$ cat src/rtl/clk_div_timer.sv
// Programmable terminal-count divider/timer: one-cycle tick enable plus a
// square wave at a runtime-loadable ratio, in periodic or one-shot mode.
module clk_div_timer #(
  parameter int unsigned WIDTH       = 28,
  parameter int unsigned DEFAULT_DIV = 25000000
) (
  input  logic             clk,
  input  logic             clear,
  input  logic             en,
  input  logic             start,
  input  logic             stop,
  input  logic             mode,
  input  logic             load,
  input  logic [WIDTH-1:0] div_val,
  output logic             tick,
  output logic             sq_out,
  output logic             busy,
  output logic [WIDTH-1:0] cnt
);

  typedef enum logic {IDLE = 1'b0, RUN = 1'b1} state_t;

  state_t           r_state, w_state_nxt;
  logic [WIDTH-1:0] r_cnt,   w_cnt_nxt;
  logic [WIDTH-1:0] r_div,   w_div_nxt;
  logic             r_tick,  w_tick_nxt;
  logic             r_sq,    w_sq_nxt;
  logic             w_term;

  // Only meaningful in RUN, where r_div is guaranteed non-zero.
  assign w_term = (r_cnt == (r_div - WIDTH'(1)));

  always_ff @(posedge clk or posedge clear) begin
    if (clear) begin
      r_state <= IDLE;
      r_cnt   <= '0;
      r_div   <= WIDTH'(DEFAULT_DIV);
      r_tick  <= 1'b0;
      r_sq    <= 1'b0;
    end else begin
      r_state <= w_state_nxt;
      r_cnt   <= w_cnt_nxt;
      r_div   <= w_div_nxt;
      r_tick  <= w_tick_nxt;
      r_sq    <= w_sq_nxt;
    end
  end

  // Priority: stop > load > start > count.
  always_comb begin
    w_state_nxt = r_state;
    w_cnt_nxt   = r_cnt;
    w_div_nxt   = r_div;
    w_tick_nxt  = 1'b0;
    w_sq_nxt    = r_sq;
    if (stop) begin
      w_state_nxt = IDLE;
      w_cnt_nxt   = '0;
      w_sq_nxt    = 1'b0;
    end else if (load) begin
      w_div_nxt = div_val;
      w_cnt_nxt = '0;
      if (div_val == '0) w_state_nxt = IDLE;
    end else if (start) begin
      if (r_div != '0) begin
        w_state_nxt = RUN;
        w_cnt_nxt   = '0;
      end
    end else if (r_state == RUN && en) begin
      if (w_term) begin
        w_cnt_nxt  = '0;
        w_tick_nxt = 1'b1;
        w_sq_nxt   = ~r_sq;
        if (mode) w_state_nxt = IDLE;
      end else begin
        w_cnt_nxt = r_cnt + WIDTH'(1);
      end
    end
  end

  assign tick   = r_tick;
  assign sq_out = r_sq;
  assign busy   = (r_state == RUN);
  assign cnt    = r_cnt;

endmodule

$ cat config.mk
export PLATFORM = sky130hd
export DESIGN_NAME = clk_div_timer
export DESIGN_NICKNAME = d
export VERILOG_FILES = /design/src/rtl/clk_div_timer.sv
export SDC_FILE = /design/constraint.sdc
export NUM_CORES = 1
export LEC_CHECK = 0
export CAP_MARGIN = 20
export CORE_UTILIZATION = 54
export DETAILED_ROUTE_END_ITERATION = 6
export HOLD_SLACK_MARGIN = 0.02
export PLACE_DENSITY = 0.93
export SETUP_SLACK_MARGIN = 0.1
export SYNTH_ARGS = -nofsm -noshare
export SYNTH_HDL_FRONTEND = slang
export SYNTH_SLANG_ARGS = --single-unit
$ cat constraint.sdc
create_clock -name clk -period 4.75 [get_ports clk]
set_clock_uncertainty 0.1 [all_clocks]
set_input_delay 1.1875 -clock clk [delete_from_list [all_inputs] [get_ports clk]]
set_output_delay 1.1875 -clock clk [all_outputs]
set_load 0.01 [all_outputs]
### After elaboration in Yosys (flattened, before gate mapping)

Cells that the tools add are included.

* bits in registers: 59
* latch bits: 0
* RAM bits: 0
* memory bits (read-only): 0
* input bits: 35
* output and inout port bits: 31
* word-level logic and storage cells: 50
* memories: 0

* add/sub/neg operators: 2
* $mul: 0
* div/mod/pow operators: 0
* order comparisons: 0
* eq/ne operators: 5
* shift operators: 0
* multiplexer cells: 24
* bitwise operators: 2
* reduce and logical (&&, ||, !) cells: 12

Operators by type and width (number)
* 2-to-1 mux 28 bit: 6
* adder 28 x 1 -> 28 bit (second input constant): 1
* equality test 28 bit: 1
* logical NOT 28 bit: 1
* nonzero test 28 bit: 1
* subtractor 28 x 1 -> 28 bit (second input constant): 1
* 2-to-1 mux 1 bit: 18
* nonzero test 4 bit: 3
* AND reduction 5 bit: 1
* != test 4 x 1 -> 1 bit (second input constant): 1
* AND reduction 2 bit: 2
* AND reduction 4 bit: 1
* nonzero test 2 bit: 2
* != test 3 x 2 -> 1 bit (second input constant): 1
* != test 2 x 1 -> 1 bit (second input constant): 1
* != test 2 bit (second input constant): 1
* inverter 1 bit: 2
* logical AND 1 bit: 1

### Depth between registers and ports, before layout

Gate-level depths: netlist (run 1).

* depth in word-level cells: 7
* mapped depth: 11
* depth with buffers taken out: 10

### Least setup slack after synthesis (run 1)

No wires, ideal clock.

* path kind: register to register
* start: register r_div[0]
* end: register r_cnt[15] (netlist: cnt[15])
* library setup time: 0.138 ns
* arrival time: 2.919 ns
* required time: 4.512 ns
* path slack: 1.593 ns
* stages on the path, launching flop included: 12
* path buffers: 1
* period minus slack after synthesis: 3.157 ns
* cell sequence: dfrtp_1 inv_1 ha_1 nor3b_1 nand4_1 or3_1 a221o_1 a211oi_2 nand4_2 a21oi_4 buf_6 a211oi_1

* longest elaborated chain between the ends: 7
* elaborated cells between the ends (all ways): 10
* those cells by class: add/sub: 1; eq/ne: 2; mux: 5; reduce/logical: 2

RTL lines
* from (decl): line 25 `logic [WIDTH-1:0] r_div, w_div_nxt;`
* from (signal assigned): line 37 `r_div <= WIDTH'(DEFAULT_DIV);`
* from (signal assigned): line 43 `r_div <= w_div_nxt;`
* subtractor 28 x 1 -> 28 bit: line 31 `assign w_term = (r_cnt == (r_div - WIDTH'(1)));`
* equality test 28 bit: line 31
* 2-to-1 mux 28 bit: line 70 `if (w_term) begin`
* 2-to-1 mux 28 bit: line 69 `end else if (r_state == RUN && en) begin`
* 2-to-1 mux 28 bit: line 64 `end else if (start) begin`
* 2-to-1 mux 28 bit: line 60 `end else if (load) begin`
* 2-to-1 mux 28 bit: line 56 `if (stop) begin`
* to (signal assigned): line 42 `r_cnt <= w_cnt_nxt;`
* to (decl): line 24 `logic [WIDTH-1:0] r_cnt, w_cnt_nxt;`

Several ways; a longest one is shown, not always the timed one. The select of a mux whose other input is x is not followed.
A chain may end at the register's enable or synchronous reset.

### Worst setup path after layout (run 1)

* start: register r_div[0]
* end: register r_cnt[13] (netlist: cnt[13])

Same word-level chain as after synthesis.

==> results of run 1 <==
## Yosys cell counts, types with 2 or more instances
cell type and number:
a2111oi_0 2, a211oi_1 2, a21oi_1 9, a311o_1 2
a31oi_1 6, and2_1 4, and3_1 9, and4_1 3
buf_1 2, buf_6 2, clkbuf_1 12, dfrtp_1 47
dfstp_2 12, ha_1 2, inv_1 12, mux2_2 24
mux2i_1 2, nand2_1 23, nand2b_1 3, nand3_1 16
nand3b_1 2, nand4_1 16, nor2_1 38, nor2b_1 2
nor3_1 20, nor3b_1 3, nor4_1 18, nor4b_1 2
o21a_1 2, o21ai_0 17, o22ai_1 2, o2bb2ai_1 2
o31a_1 2, o41ai_1 2, or3_1 7, or4_1 4
xnor2_1 33, xor2_1 22
## stage by stage
step	total power, mW	instances	setup slack (ns)	util [%]	hold slack (ns)
after floorplan	0.784	408	1.59	-	0.416
final	1.28	571	0.822	68.6	0.464
after CTS	1.27	571	0.856	68.6	0.467
after detailed placement	0.875	555	0.875	66.2	0.456
after global placement	0.864	555	1.01	66.2	0.442
after global routing	1.33	571	0.577	68.6	0.485
## worst paths after layout
check                          from        end  slack, ns
max                        r_div[0]    cnt[13]       0.82
min                          sq_out     sq_out       0.46
max reg2reg                r_div[0]    cnt[13]       0.82
min reg2reg                  sq_out     sq_out       0.46
max in group asynchronous     clear  r_div[20]       2.56
min in group asynchronous     clear     cnt[3]       1.13
## cells by family after synthesis
logic type / share of synthesized area (%)
buffers and inverters: 3.31
multiplexers: 7.68
AO/OA/AOI/OAI: 11.7
adder cells (fa/ha/maj): 0.662
XOR/XNOR: 12.7
AND/OR/NAND/NOR: 24.5
flip-flops: 39.4
## power groups by stage
stage               Combinational, mW  Sequential, mW  Clock [mW]
floorplan                       0.191           0.593           0
global placement                0.248           0.616           0
detailed placement              0.256           0.619           0
CTS                             0.258           0.610       0.406
global route                    0.285           0.618       0.430
finish                          0.259           0.612       0.406
## state kept, by name, indices dropped and copies added, names as in the netlist
signal / cells
tick: 1
busy: 1
sq_out: 1
cnt: 28
r_div: 28
## final cells by class
| type | count | area, sq um | share of cell area, % |
|---|---|---|---|
| Sequential cell | 59 | 1490 | 32.0 |
| Clock buffer | 13 | 149 | 3.19 |
| Timing Repair Buffer | 68 | 673 | 14.4 |
| Clock inverter | 3 | 15.0 | 0.322 |
| Tap cell | 96 | 120 | 2.58 |
| Inverter | 12 | 45.0 | 0.966 |
| Multi-Input combinational cell | 320 | 2170 | 46.5 |
## per-layer routing
metal	routed length [um]	GRT usage (%)	vias to the layer above	share of wire, %
met5	0	0	-	0
met4	331	14.5	0	3.3
met3	629	4.72	30	6.3
met2	4680	46.2	161	47
met1	4390	38.1	1653	44
li1	-	-	1628	-
## worst register-to-register path: stages, from the launching register on
cell      delay, ns
dfrtp_1        0.42
inv_1          0.09
ha_1           0.18
nor3b_1        0.60
nand4_1        0.37
or3_1          0.46
a221o_1        0.35
a211oi_2       0.23
nand4_2        0.23
a21oi_4        0.60
nor3_1         0.16
==> summary.txt, run 1 <==
Run status
  – Outcome: finished, final reports clean

Synth
  – Seq/Total Area, Yosys: 39.4%
  – Seq cells post-synth: 59
  – Ys async rst share: 100%
  – Synthesized area: roughly 3800 sq um
  – Top cells by area, synth: dfrtp_1 31%, dfstp_2 8.3%, xnor2_1 7.6%, mux2_2 7.1%, xor2_1 5.1%
  – Yosys top cell by area: dfrtp_1
  – Ys flop type: dfrtp_1
  – Yosys top cell area share: between 30% and 40%
  – Mapped Nets: 445
  – Post-Syn Area per Cell: 9.27 sq um
  – EDFF count, synth: 0
  – Yosys warnings: 0
  – Mapped Cells: 408
  – Netlist cell types: 58

GRT
  – Largest net degree at the start of global routing: 32
  – Vias in the first global route: approximately 3300
  – First-pass GRT wire length: roughly 16000 um
  – Remaining global-route overflow: 0
  – Total GRT Usage: 28.9%
  – Initial antenna violation count: 0

Drt
  – Routed WL: 10000 um
  – Routed vias: 3472
  – DR vias/cell: 6.08
  – Final ANT Viol Nets: 0
  – DR WL/cell: 17.6 um
  – Number of iterations in the first detailed-routing pass: 5
  – Drc violations: 0
  – DRT iter0 DRCs: 257

Power and ir drop
  – Clk pwr share: 31.8%
  – Sw Share: between 30% and 40%
  – Lkg Pwr: between 1.5 and 2 nW
  – Peak VDD IR: 258 uV
  – Internal power: 0.880 mW
  – Combinational Power Share: 20.3%
  – Sequential share of power: 47.9%
  – Power density cells: 274 nW/um^2
  – Switching power: 0.397 mW

Place
  – I/O Buffers: 65
  – Placer Congestion: 1.00
  – DP HPWL: 7540 um
  – Post-DP Area: 4500 sq um

Flow run
  – Number of max-cap violations: 0

Finish
  – Antenna Diode Count: 0
  – Commonest cells after routing, fill and taps aside: 65 x clkdlybuf4s50_1, 47 x dfrtp_1, 38 x nor2_1, 33 x xnor2_1, 24 x mux2_2
  – Fill cell instance count of the final layout: 532
  – Layout Area Growth over Synthesis: 23.3%
  – Commonest non-fill, non-tap cell in the layout: clkdlybuf4s50_1
  – Final Cell Area: around 4700 sq um
  – Final nets: between 500 and 600
  – Layout cells sized above 1: around an eighth

Timing
  – Tcrit/Tclk final: 82.7%
  – Final Setup Violations: 0
  – F_max: 0.255 GHz
  – Fin. Hold Viols: 0
  – Slew HR: 41.2%
  – Worst slew pin tran: 0.874 ns
  – RSZ-0062 raised after global routing: false
  – Min Clock Period, post-route: 3.93 ns
  – Slew Viols, Final: 0
  – Fin Setup TNS: 0 ns

Clock tree
  – Clock Tree Root: clkbuf_8
  – Clock transition at the registers of the reported paths: 0.06 ns
  – Cts hold-fix bufs: 0
  – TritonCTS buffer count: 9
  – H-tree levels: 3
  – CTS tree: yes
  – CTS sink count: 59
  – Post_cts resized: 0
  – Clock Path Buffers: 2
  – Post-CTS Setup Repair Bufs: 0
  – Worst-Skew Late Latency: 0.35 ns

Min path
  – Worst Hold Class: register to register
  – Worst hold stages: 2

Floorplan
  – Ports: 66
  – Die W: 85.7 um
  – Die Span Y: 85.7 um
  – Num rows: 30
  – Initial Utilization: 55.7%
  – Core footprint: slightly below 7000 sq um
  – Die Area: between 7000 and 8000 sq um

Worst setup path
  – Buf/Inv on CP: 1
  – CP top delay family: simple AND/OR/NAND/NOR gates
  – Crit path kind: register to register
  – WP data arrival: slightly above 4 ns
  – Crit-path max FO: 24
  – Max incr delay on CP: 0.60 ns
  – Crit. End Element: register
  – Crit path depth: 10
  – R2R depth: 10
  – Crit path required time: 4.85 ns
  – Worst setup SP type: register
  – CP Cell Sequence: inv_1, ha_1, nor3b_1, nand4_1, or3_1, a221o_1, a211oi_2, nand4_2, a21oi_4, nor3_1
  – Slowest cell on crit path: nor3b_1
(Power assumes the default switching activity.)
==> inputs of run 2 (changes only) <==
CORE_UTILIZATION = 48   (was 54)
PLACE_DENSITY = 0.89   (was 0.93)
clock period = 3.6 ns   (was 4.75 ns; I/O delays follow)
==> run 2 against run 1 <==
Against the previous run:
- core utilization down 4.1 points
- worst setup slack worse by 0.58 ns
- combinational power grew 41%
- largest cell class unchanged
- cell count increased by 2.1%
- via count rose by 3.8%
- largest power group unchanged
==> summary.txt, run 2 (synthesized netlist as in run 1, its figures left out) <==
Run status
  – Outcome: finished, final reports clean

Floorplan
  – Die W: between 90 and 100 um
  – Ports: 66
  – Core footprint: 7450 sq um
  – Die Area: 8240 sq um
  – Initial Utilization: 50.8%
  – Num rows: 31
  – Die Span Y: 90.8 um

Timing
  – Slew Viols, Final: 0
  – RSZ-0062 raised after global routing: false
  – Slew HR: between 30% and 40%
  – Final Setup Violations: 0
  – F_max: between 0.2 and 0.3 GHz
  – Fin. Hold Viols: 0
  – Tcrit/Tclk final: 93.1%
  – Fin Setup TNS: 0 ns
  – Min Clock Period, post-route: 3.35 ns
  – Worst slew pin tran: 0.988 ns

Worst setup path
  – Worst setup SP type: register
  – Crit path required time: roughly 3.7 ns
  – Crit path kind: register to register
  – WP data arrival: about 3.5 ns
  – CP Cell Sequence: or3_1, or4_1, or3_1, a221o_1, a211oi_2, nand4_2, a21oi_4, buf_12, a211oi_1
  – Crit-path max FO: 24
  – Max incr delay on CP: between 0.5 and 0.6 ns
  – R2R depth: 9
  – Crit. End Element: register
  – Most used cell, CP: or3_1
  – Slowest cell on crit path: or4_1

Finish
  – Final nets: roughly 520
  – Layout Utilization: 64.5%
  – Layout Area Growth over Synthesis: 27.1%
  – Commonest cells after routing, fill and taps aside: 65 x clkdlybuf4s50_1, 47 x dfrtp_1, 38 x nor2_1, 33 x xnor2_1, 24 x mux2_2
  – Final Cell Area: 4810 sq um
  – Commonest non-fill, non-tap cell in the layout: clkdlybuf4s50_1
  – Fill cell instance count of the final layout: 589
  – Antenna Diode Count: 0
  – Layout cells sized above 1: between 10% and 20%

Min path
  – Worst hold stages: 2
  – Worst Hold Class: register to register

Clock tree
  – CTS tree: yes
  – H-tree levels: 3
  – CTS sink count: between 50 and 60
  – Worst-Skew Late Latency: 0.35 ns
  – Clock transition at the registers of the reported paths: approximately 0.07 ns
  – Cts hold-fix bufs: 0
  – Clock Tree Root: clkbuf_8
  – Clock Path Buffers: 2
  – TritonCTS buffer count: 9
  – Post-CTS Setup Repair Bufs: 0

Power and ir drop
  – Lkg Pwr: 1.76 nW
  – Post-route total power: 1.82 mW
  – Peak VDD IR: between 200 and 250 uV
  – Power density cells: 378 nW/um^2

Place
  – DP HPWL: 8050 um
  – Post-DP Area: 4580 sq um
  – Placer Congestion: 0.910
  – I/O Buffers: 65

GRT
  – Remaining global-route overflow: 0
  – First-pass GRT wire length: 17600 um
  – Total GRT Usage: 27.4%
  – Vias in the first global route: 3520
  – Initial antenna violation count: 0
  – Largest net degree at the start of global routing: 33

Drt
  – Routed WL: about 11000 um
  – DRT iter0 DRCs: 346
  – Drc violations: 0
  – Routed vias: about 3600
  – Final ANT Viol Nets: 0
  – DR WL/cell: between 15 and 20 um
  – DR vias/cell: 6.18
  – Number of iterations in the first detailed-routing pass: 5

Flow run
  – Number of max-cap violations: 0
==> run 2: cell types whose count changed in the layout (fill, tap and decap cells not counted), sizes merged <==
cell / previous run / this run
clkinv: 3 / 0
clkinvlp: 0 / 2
bufinv: 0 / 1
buf: 3 / 12
==> run 2: timing repair <==
action                                  in CTS  in global routing
endpoints found under the hold margin        0                  0
endpoints found under the setup margin       1                  1
resized for setup                            1                  1
==> run 2: path summary, 6_finish.rpt <==
check / start / end / slack [ns]
max: r_div[17] / cnt[15] / 0.25
min: sq_out / sq_out / 0.47
max reg2reg: r_div[17] / cnt[15] / 0.25
min in group asynchronous: clear / cnt[6] / 0.83
max in group asynchronous: clear / r_div[20] / 1.83
min reg2reg: sq_out / sq_out / 0.47
==> run 2: worst max-delay path, delay by kind of cell (launching register included) <==
family / cells / cell delay, ns
DFF: 1 / 0.43
and+or+nand+nor: 4 / 1.61
AOI/OAI and AO/OA: 4 / 0.88
buffers and inverters: 1 / 0.18
==> run 2: power breakdown <==
part | switching [mW] | internal, mW
combinational | 0.184 | 0.182
clock | 0.270 | 0.376
sequential | 0.0791 | 0.727
total | 0.533 | 1.29
==> run 2: per-stage QoR <==
step / hold WS, ns / instances / setup slack (ns)
after global routing: 0.496 / 583 / 0.138
after detailed placement: 0.460 / 567 / 0.154
after floorplan: 0.416 / 408 / 0.443
final: 0.472 / 583 / 0.247
after global placement: 0.435 / 567 / 0.288
after CTS: 0.475 / 583 / 0.299
==> run 2: per-layer routing <==
layer	part of all wire, %	up-vias	GRT usage (%)	wire, um
li1	-	1651	-	-
met1	42	1739	35.3	4540
met2	48	182	44.3	5220
met3	7.7	31	5.30	840
met4	2.7	0	12.9	290
met5	0	-	0	0
==> run 2: area by class of cell <==
type                       instances  area [sq um]  share of cell area (%)
clock buffer                      13           169                    3.51
clock inverter                     3          45.0                   0.937
inverter                          12          45.0                   0.937
multi-input combinational        320          2180                    45.3
sequential                        59          1490                    31.0
tap                               99           124                    2.58
timing repair buffer              77           753                    15.7
==> inputs of run 3 (changes only) <==
CTS_CLUSTER_SIZE = 25   (was default)
==> results of run 3 <==
No change in the layout: final DEF, timing and power equal those of run 2.
